[config.mk]
export PLATFORM = sky130hd
export DESIGN_NAME = vec_cache_pre_alloc_multi
export DESIGN_NICKNAME = d
export VERILOG_FILES = /design/src/rtl/vec_cache_pre_alloc_multi.sv
export SDC_FILE = /design/constraint.sdc
export NUM_CORES = 1
export LEC_CHECK = 0
export ABC_AREA = 1
export BUFFER_PORTS_ARGS = -buffer_cell sky130_fd_sc_hd__buf_2
export CORE_UTILIZATION = 30
export CTS_BUF_LIST = sky130_fd_sc_hd__clkbuf_2
export DETAILED_ROUTE_END_ITERATION = 6
export PLACE_DENSITY = 0.59
export SLEW_MARGIN = 20
export SYNTH_ARGS = -nofsm -noshare
export SYNTH_HDL_FRONTEND = slang
export SYNTH_SLANG_ARGS = --single-unit
[constraint.sdc]
create_clock -name clk -period 3.09 [get_ports clk]
set_input_delay 0.1545 -clock clk [delete_from_list [all_inputs] [get_ports clk]]
set_output_delay 0.1545 -clock clk [all_outputs]
set_load 0.01 [all_outputs]
[src/rtl/vec_cache_pre_alloc_multi.sv]
// Multi-port free-entry pre-allocator: reserves the lowest free entry each cycle
// and queues its ID into the least-occupied enabled per-port FIFO.
module vec_cache_pre_alloc_multi #(
  parameter int ENTRY_NUM      = 32,
  parameter int ENTRY_ID_WIDTH = $clog2(ENTRY_NUM),
  parameter int OUT_PORT_NUM   = 2,
  parameter int PRE_ALLO_NUM   = 2,
  parameter int CNT_WIDTH      = $clog2(PRE_ALLO_NUM+1)
) (
  input  logic                                   clk,
  input  logic                                   rst,
  input  logic [ENTRY_NUM-1:0]                   v_in_vld,
  output logic [ENTRY_NUM-1:0]                   v_in_rdy,
  input  logic [OUT_PORT_NUM-1:0]                port_en,
  output logic [OUT_PORT_NUM-1:0]                out_vld,
  input  logic [OUT_PORT_NUM-1:0]                out_rdy,
  output logic [OUT_PORT_NUM*ENTRY_ID_WIDTH-1:0] out_index,
  output logic [OUT_PORT_NUM*CNT_WIDTH-1:0]      out_cnt
);

  localparam int PW  = (PRE_ALLO_NUM > 1) ? $clog2(PRE_ALLO_NUM) : 1;
  localparam int PIW = (OUT_PORT_NUM > 1) ? $clog2(OUT_PORT_NUM) : 1;
  localparam logic [PW-1:0]        PTR_LAST = PW'(PRE_ALLO_NUM-1);
  localparam logic [CNT_WIDTH-1:0] CNT_FULL = CNT_WIDTH'(PRE_ALLO_NUM);

  typedef logic [ENTRY_ID_WIDTH-1:0] id_t;
  typedef logic [PW-1:0]             ptr_t;
  typedef logic [CNT_WIDTH-1:0]      cnt_t;

  logic [ENTRY_NUM-1:0] rsv_q, rsv_d;
  cnt_t cnt_q [OUT_PORT_NUM];
  cnt_t cnt_d [OUT_PORT_NUM];
  ptr_t rd_q  [OUT_PORT_NUM];
  ptr_t rd_d  [OUT_PORT_NUM];
  ptr_t wr_q  [OUT_PORT_NUM];
  ptr_t wr_d  [OUT_PORT_NUM];
  id_t  mem_q [OUT_PORT_NUM][PRE_ALLO_NUM];
  id_t  mem_d [OUT_PORT_NUM][PRE_ALLO_NUM];

  logic [ENTRY_NUM-1:0] cand;
  logic                 cand_vld;
  id_t                  cand_id;
  logic                 tgt_vld;
  logic [PIW-1:0]       tgt_id;
  cnt_t                 tgt_cnt;
  logic                 fill;

  function automatic ptr_t nxt(input ptr_t v);
    return (v == PTR_LAST) ? '0 : v + 1'b1;
  endfunction

  always_comb begin
    cand     = v_in_vld & ~rsv_q;
    cand_vld = |cand;
    cand_id  = '0;
    for (int i = ENTRY_NUM-1; i >= 0; i--) begin
      if (cand[i]) cand_id = ENTRY_ID_WIDTH'(i);
    end
  end

  // Strict compare against the running minimum keeps ties on the lowest port.
  always_comb begin
    tgt_vld = 1'b0;
    tgt_id  = '0;
    tgt_cnt = CNT_FULL;
    for (int p = 0; p < OUT_PORT_NUM; p++) begin
      if (port_en[p] && cnt_q[p] < tgt_cnt) begin
        tgt_vld = 1'b1;
        tgt_id  = PIW'(p);
        tgt_cnt = cnt_q[p];
      end
    end
  end

  assign fill     = !rst && cand_vld && tgt_vld;
  assign v_in_rdy = fill ? ({{(ENTRY_NUM-1){1'b0}}, 1'b1} << cand_id) : '0;

  always_comb begin
    logic pop;
    logic push;
    rsv_d = rsv_q;
    cnt_d = cnt_q;
    rd_d  = rd_q;
    wr_d  = wr_q;
    mem_d = mem_q;
    for (int p = 0; p < OUT_PORT_NUM; p++) begin
      pop  = (cnt_q[p] != '0) && out_rdy[p];
      push = fill && (tgt_id == PIW'(p));
      if (pop) begin
        rsv_d[mem_q[p][rd_q[p]]] = 1'b0;
        rd_d[p] = nxt(rd_q[p]);
      end
      if (push) begin
        mem_d[p][wr_q[p]] = cand_id;
        wr_d[p] = nxt(wr_q[p]);
      end
      if (push && !pop) cnt_d[p] = cnt_q[p] + 1'b1;
      if (pop && !push) cnt_d[p] = cnt_q[p] - 1'b1;
    end
    if (fill) rsv_d[cand_id] = 1'b1;
  end

  always_ff @(posedge clk) begin
    if (rst) begin
      rsv_q <= '0;
      cnt_q <= '{default: '0};
      rd_q  <= '{default: '0};
      wr_q  <= '{default: '0};
    end else begin
      rsv_q <= rsv_d;
      cnt_q <= cnt_d;
      rd_q  <= rd_d;
      wr_q  <= wr_d;
    end
  end

  always_ff @(posedge clk) begin
    mem_q <= mem_d;
  end

  always_comb begin
    for (int p = 0; p < OUT_PORT_NUM; p++) begin
      out_vld[p] = (cnt_q[p] != '0);
      out_index[p*ENTRY_ID_WIDTH +: ENTRY_ID_WIDTH] =
        out_vld[p] ? mem_q[p][rd_q[p]] : '0;
      out_cnt[p*CNT_WIDTH +: CNT_WIDTH] = cnt_q[p];
    end
  end

endmodule

== Yosys cells after proc, flatten, opt, wreduce, memory -nomap -nowiden ==
Index checks and enable logic that the tools add are counted.

* Register bits: 60
* Latch bits: 0
* Bits in writable memories: 0
* Memory bits (read-only): 0
* Input bits: 38
* Logic and storage cells: 141
* Memories kept: 0

* Add/subtract/negate cells: 8
* $mul: 0
* Div/mod/pow operators: 0
* Magnitude comparators: 14
* Eq/ne operators: 0
* Shift-type cells: 1
* Mux-type cells: 68
* Bitwise gates (word level): 12
* Reduce and logical (&&, ||, !) cells: 27

{| class="wikitable"
|+ Operators with widths
! cell !! count
|-
| 5-bit two-way mux || 42
|-
| 32-bit two-way mux || 4
|-
| 32-bit bitwise AND || 3
|-
| 32-bit NOT || 3
|-
| 32-bit OR || 1
|-
| 32-bit OR reduction || 1
|-
| 1-bit by 5-bit left shift with 32-bit output, first input constant || 1
|-
| 10-bit bitwise mux || 2
|-
| 5-bit by 6-bit < comparator with 1-bit output, second input constant || 3
|-
| 1-bit logical AND || 17
|-
| 1-bit demux with 5-bit select || 3
|-
| 5-bit by 1-bit greater-or-equal comparator with 1-bit output, second input constant || 3
|-
| 5-bit demux with 1-bit select || 2
|-
| 1-bit two-way mux || 10
|-
| 2-bit two-way mux || 5
|-
| 2-bit greater-or-equal comparator, second input constant || 4
|-
| 1-bit NOT with 2-bit output || 4
|-
| 2-bit nonzero test || 4
|-
| 1-bit logical NOT || 5
|-
| 1-bit adder, second input constant || 4
|-
| 2-bit by 1-bit adder with 2-bit output, second input constant || 2
|-
| 2-bit by 1-bit < comparator with 1-bit output, second input constant || 2
|-
| 2-bit by 1-bit subtractor with 2-bit output, second input constant || 2
|-
| 2-bit < comparator || 1
|-
| other kinds (2) || 2
|}

== Longest topological paths before layout ==
* Word-level depth: 40
* Depth in mapped cells: 36

== Worst setup path after synthesis ==
Ideal clock, no wire load.

* Kind: reg2reg
* Start point: reg cnt_q, in the netlist out_cnt[1]
* End point: reg cnt_q, in the netlist out_cnt[3]
* Setup time: 0.070 ns
* Data arrival time: 2.229 ns
* Data required time: 3.020 ns
* Setup slack: 0.792 ns
* Stages on the path, launching flop included: 17
* Path buffers: 0
* Cell sequence: dfxtp_1 inv_1 nand2_1 inv_1 ha_1 o21ai_0 nand2_1 nor2_1 inv_1 a21oi_1 nand2_1 ha_1 inv_1 nand2_1 nor2_1 o21ai_0 a21oi_1

* Longest elaborated chain between the ends: 11
* Elaborated cells on any way between the ends: 15

{| class="wikitable"
|+ Ends and longest elaborated chain
! what !! line !! text
|-
| start: declaration || 31 || <nowiki>cnt_t cnt_q [OUT_PORT_NUM];</nowiki>
|-
| start signal: assignment || 111 || <nowiki>cnt_q <= cnt_d;</nowiki>
|-
| 2-bit < comparator || 67 || <nowiki>if (port_en[p] && cnt_q[p] < tgt_cnt) begin</nowiki>
|-
| 1-bit logical AND || 67 ||
|-
| 2-bit two-way mux || 67 ||
|-
| 2-bit < comparator || 67 ||
|-
| 1-bit logical AND || 67 ||
|-
| 1-bit two-way mux || 67 ||
|-
| 1-bit logical AND || 75 || <nowiki>assign fill = !rst && cand_vld && tgt_vld;</nowiki>
|-
| 1-bit logical AND (*) || 88 || <nowiki>push = fill && (tgt_id == PIW'(p));</nowiki>
|-
| 1-bit logical NOT || 98 || <nowiki>if (pop && !push) cnt_d[p] = cnt_q[p] - 1'b1;</nowiki>
|-
| 1-bit logical AND || 98 ||
|-
| 2-bit two-way mux or 2-bit nonzero test (tied branches) || n/a ||
|}

Mark *: on every way between the ends. The rest lies on a longest branch, timed or not.
A chain may end at the register's enable or synchronous reset.

== Worst setup path after layout ==
* Start point: reg rsv_q[30]
* End point: out v_in_rdy[28]

* Longest elaborated chain between the ends: 35
* Elaborated cells on any way between the ends: 38

{| class="wikitable"
|+ Ends and longest elaborated chain
! what !! line !! text
|-
| start: declaration || 30 || <nowiki>logic [ENTRY_NUM-1:0] rsv_q, rsv_d;</nowiki>
|-
| start signal: assignment || 110 || <nowiki>rsv_q <= rsv_d;</nowiki>
|-
| 32-bit NOT (*) || 53 || <nowiki>cand = v_in_vld & ~rsv_q;</nowiki>
|-
| 32-bit bitwise AND (*) || 53 ||
|-
| 5-bit two-way mux (31 in a row) || 57 || <nowiki>if (cand[i]) cand_id = ENTRY_ID_WIDTH'(i);</nowiki>
|-
| 1-bit by 5-bit left shift with 32-bit output || 76 || <nowiki>assign v_in_rdy = fill ? ({{(ENTRY_NUM-1){1'b0}}, 1'b1} << cand_id) : '0;</nowiki>
|-
| 32-bit two-way mux (*) || 76 ||
|-
| end: declaration || 13 || <nowiki>output logic [ENTRY_NUM-1:0] v_in_rdy,</nowiki>
|}

Marked as above.

==> impl_metrics.csv <==
group,metric,value,unit
final_layout,area_growth,29.7,%
placed_design,pre_cts_slack,0.291,ns
timing,finalSetupViolCount,32,
worst_hold_path,worstHoldStart,"out_rdy[0]",
route,via_per_inst,5.07,
run_status,failed_checks,"DRC, setup timing",
cts,clock_latency,0.54,ns
global_route,track_usage,20.2,%
route,drt-total-wl,12.1,mm
yosys,syn_avg_cell_area,7.13,um^2
yosys,syn_area,3600,um^2
route,dr.first_iter.drc_count,375,
worst_setup_path,cp_slowest_cell,"dfxtp_2",
worst_setup_path,r2r_cells,17,
timing,setup_tns,-4.97,ns
worst_setup_path,crit_type,"flip-flop to output port",
final_layout,finish.instance_area,4670,um^2
placed_design,gp_congestion,0.878,
die,num_rows,39,
worst_hold_path,min_path_type,"input pin to flip-flop",
timing,min_period,3.30,ns
final_layout,layout.core_utilization,40.4,%
final_layout,layout.nets,666,
yosys,synth_cells,505,
worst_setup_path,arrival,3.15,ns
global_route,grt_max_degree,33,
die,start_util,31.1,%
global_route,antenna_found_initial,0,
timing,worst_pin_slew,0.754,ns
worst_setup_path,cp.required,2.94,ns
timing,rsz0062_at_grt,"true",
route,drc,6,
cts,cts_sinks,60,
die,die_h,112,um
timing,hold_viol,0,
power_and_ir_drop,cellPowerDensity,408,nW/um^2
timing,final_critical_path_setup_slack,-0.210,ns
route,final_antenna_net_count,0,
timing,slew_headroom,49.2,%
die,design.die.area,12400,um^2
worst_hold_path,whs_endpoint,"rd_q[1]",
global_route,grt_pass1_vias,3754,
worst_hold_path,hold-path-cell-count,4,
final_layout,antenna_cells,0,
cts,clk_pin_slew,0.17,ns
die,die_w,112,um
cts,cts_tree,"yes",
worst_setup_path,rr_endpoint,"rsv_q[25]",
cts,cts_made_buffers,9,
cts,clockBufferDepth,2,
placed_design,io_buffers,85,
power_and_ir_drop,vdd_drop_max,0.156,mV
run_status,status,"complete, but fails checks",
worst_setup_path,cp_max_fo,8,
cts,clockRootBuffer,"clkbuf_2",
yosys,ys_ff_latch,60,
route,vias,3916,
worst_setup_path,rr_startpoint,"rsv_q[23]",
route,drtPass1Iterations,7,
timing,finClkSkew,0.0327,ns
die,ios,86,
global_route,grt_pass1_wl,19.1,mm
yosys,postSynthNetCount,546,
yosys,ys_seq_area_share,38.9,%
worst_setup_path,cp_common_cell,"nand2_1",
worst_setup_path,r2r_slack,0.31,ns
worst_setup_path,critPathCaptureType,"output port",
yosys,yosys_warnings,0,
placed_design,place_area,4210,um^2
final_layout,drive_gt1_share,29.2,%
placed_design,hpwl,8.63,mm
timing,worst_hold_slack,0.0622,ns
global_route,grt_overflow,0,
route,drt-wirelength-per-cell,15.7,um
worst_setup_path,cpPeakStageDelay,0.35,ns
yosys,ys_types,29,
cts,htree_levels,3,
timing,post-route-period-util,107,%
worst_setup_path,startpoint,"rsv_q[30]",
power_and_ir_drop,p_leak,2.21,nW
flow_run,maxCapViolations,0,
timing,fmax,303,MHz
die,core_area,11600,um^2
worst_setup_path,critPathLaunchType,"flip-flop",
timing,drv_slew,0,
[where the power goes]
part / internal [mW] / total [mW] / leakage [nW] / switching (mW)
combinational: 0.188 / 0.629 / 1.64 / 0.441
sequential: 0.858 / 0.891 / 0.511 / 0.0330
clock: 0.101 / 0.386 / 0.0559 / 0.285
total: 1.15 / 1.91 / 2.21 / 0.759
[through the flow]
| stage | power (mW) | instances |
|---|---|---|
| 3_5_place_dp | 1.48 | 733 |
| 4_1_cts | 1.90 | 767 |
| 5_1_grt | 2.02 | 773 |
| 6_report | 1.91 | 773 |
| 3_3_place_gp | 1.47 | 733 |
| 2_1_floorplan | 1.27 | 505 |
[final cells by class]
class / instances / area [um^2]
Multi-Input combinational cell: 332 / 1890
Clock inverter: 5 / 20.0
Clock buffer: 11 / 55.1
Fill cell: 1235 / 6890
Timing Repair Buffer: 115 / 716
Inverter: 107 / 403
Sequential cell: 60 / 1410
Tap cell: 143 / 179
[worst max-delay path, delay by kind of cell, from the launching register on]
kind          cells  cell delay [ns]
simple gates     33             2.02
buf+inv           3             0.20
flops             1             0.35
[cells in the mapped netlist, drive strengths merged]
master | n | share of area, %
edfxtp | 20 | 17
mux2i | 2 | 0.56
ha | 3 | 1.0
clkbuf | 5 | 0.52
o31ai | 1 | 0.21
a31oi | 2 | 0.35
nand3 | 23 | 4.4
or2 | 9 | 1.6
nor2 | 66 | 6.9
nand2 | 110 | 12
o21ai | 18 | 2.5
o41ai | 1 | 0.24
nand4 | 16 | 2.8
buf | 5 | 1.5
o221ai | 32 | 7.8
a21oi | 41 | 6.6
clkinv | 1 | 0.10
dfxtp | 40 | 22
inv | 106 | 11
o21bai | 1 | 0.21
nor3 | 3 | 0.42
[logic make-up (layout without fill, tap and decap cells)]
| kind of cell | Yosys count | count (layout) | synth area share (%) |
|---|---|---|---|
| buffers and inverters | 117 | 238 | 13.1 |
| AOI/OAI and AO/OA | 96 | 96 | 17.9 |
| muxes | 2 | 2 | 0.556 |
| DFF | 60 | 60 | 38.9 |
| adders and majority gates | 3 | 3 | 1.04 |
| and+or+nand+nor | 227 | 231 | 28.4 |
[sequential cells by signal, indices dropped and copies added (netlist names)]
signal and count:
wr_q 2, mem_q 20, rsv_q 32, out_cnt 4, rd_q 2
[how the worst max path moves through the flow]
| stage | end | slack [ns] |
|---|---|---|
| finish | v_in_rdy[28] | -0.21 |
| global route | v_in_rdy[0] | -0.62 |
| CTS | v_in_rdy[8] | -0.22 |
| detailed placement | v_in_rdy[6] | 0.29 |
| global placement | v_in_rdy[2] | 0.31 |
| floorplan | out_cnt[3] | 0.79 |
[cell usage in the layout (no fill, tap or decap)]
master and instances:
o41ai_1 1, nand2_8 3, buf_4 27, mux2i_1 2
buf_2 76, nand2_1 104, clkinv_2 2, a21oi_2 13
a31oi_1 2, dfxtp_2 3, nand2_2 3, nor2_2 1
a21oi_1 28, nand3_2 5, buf_6 10, dfxtp_1 37
nor2_1 65, nand2_4 4, nand4_1 16, inv_1 97
nand3_1 10, nand3_4 8, or2_2 9, clkbuf_2 11
inv_2 9, edfxtp_1 20, o21bai_1 1, ha_1 3
o221ai_1 32, o31ai_1 1, clkinv_1 4, dlygate4sd3_1 2
nor3_1 3, o21ai_0 18
[layer usage]
metal	GRT usage, %	part of all wire, %	vias to the layer above
li1	-	-	1918
met1	26.2	42	1810
met2	31.7	47	166
met3	4.35	8.6	22
met4	10.2	2.1	0
met5	0	0	-
[repair_timing]
item,CTS,global route
resized for setup,12,32
pin swaps,3,6
setup buffers,12,12
endpoints found under the hold margin,1,0
hold buffers,2,0
setup endpoints to repair,32,33
gates cloned,4,0
Note: power is estimated with default switching activity, not from simulation.
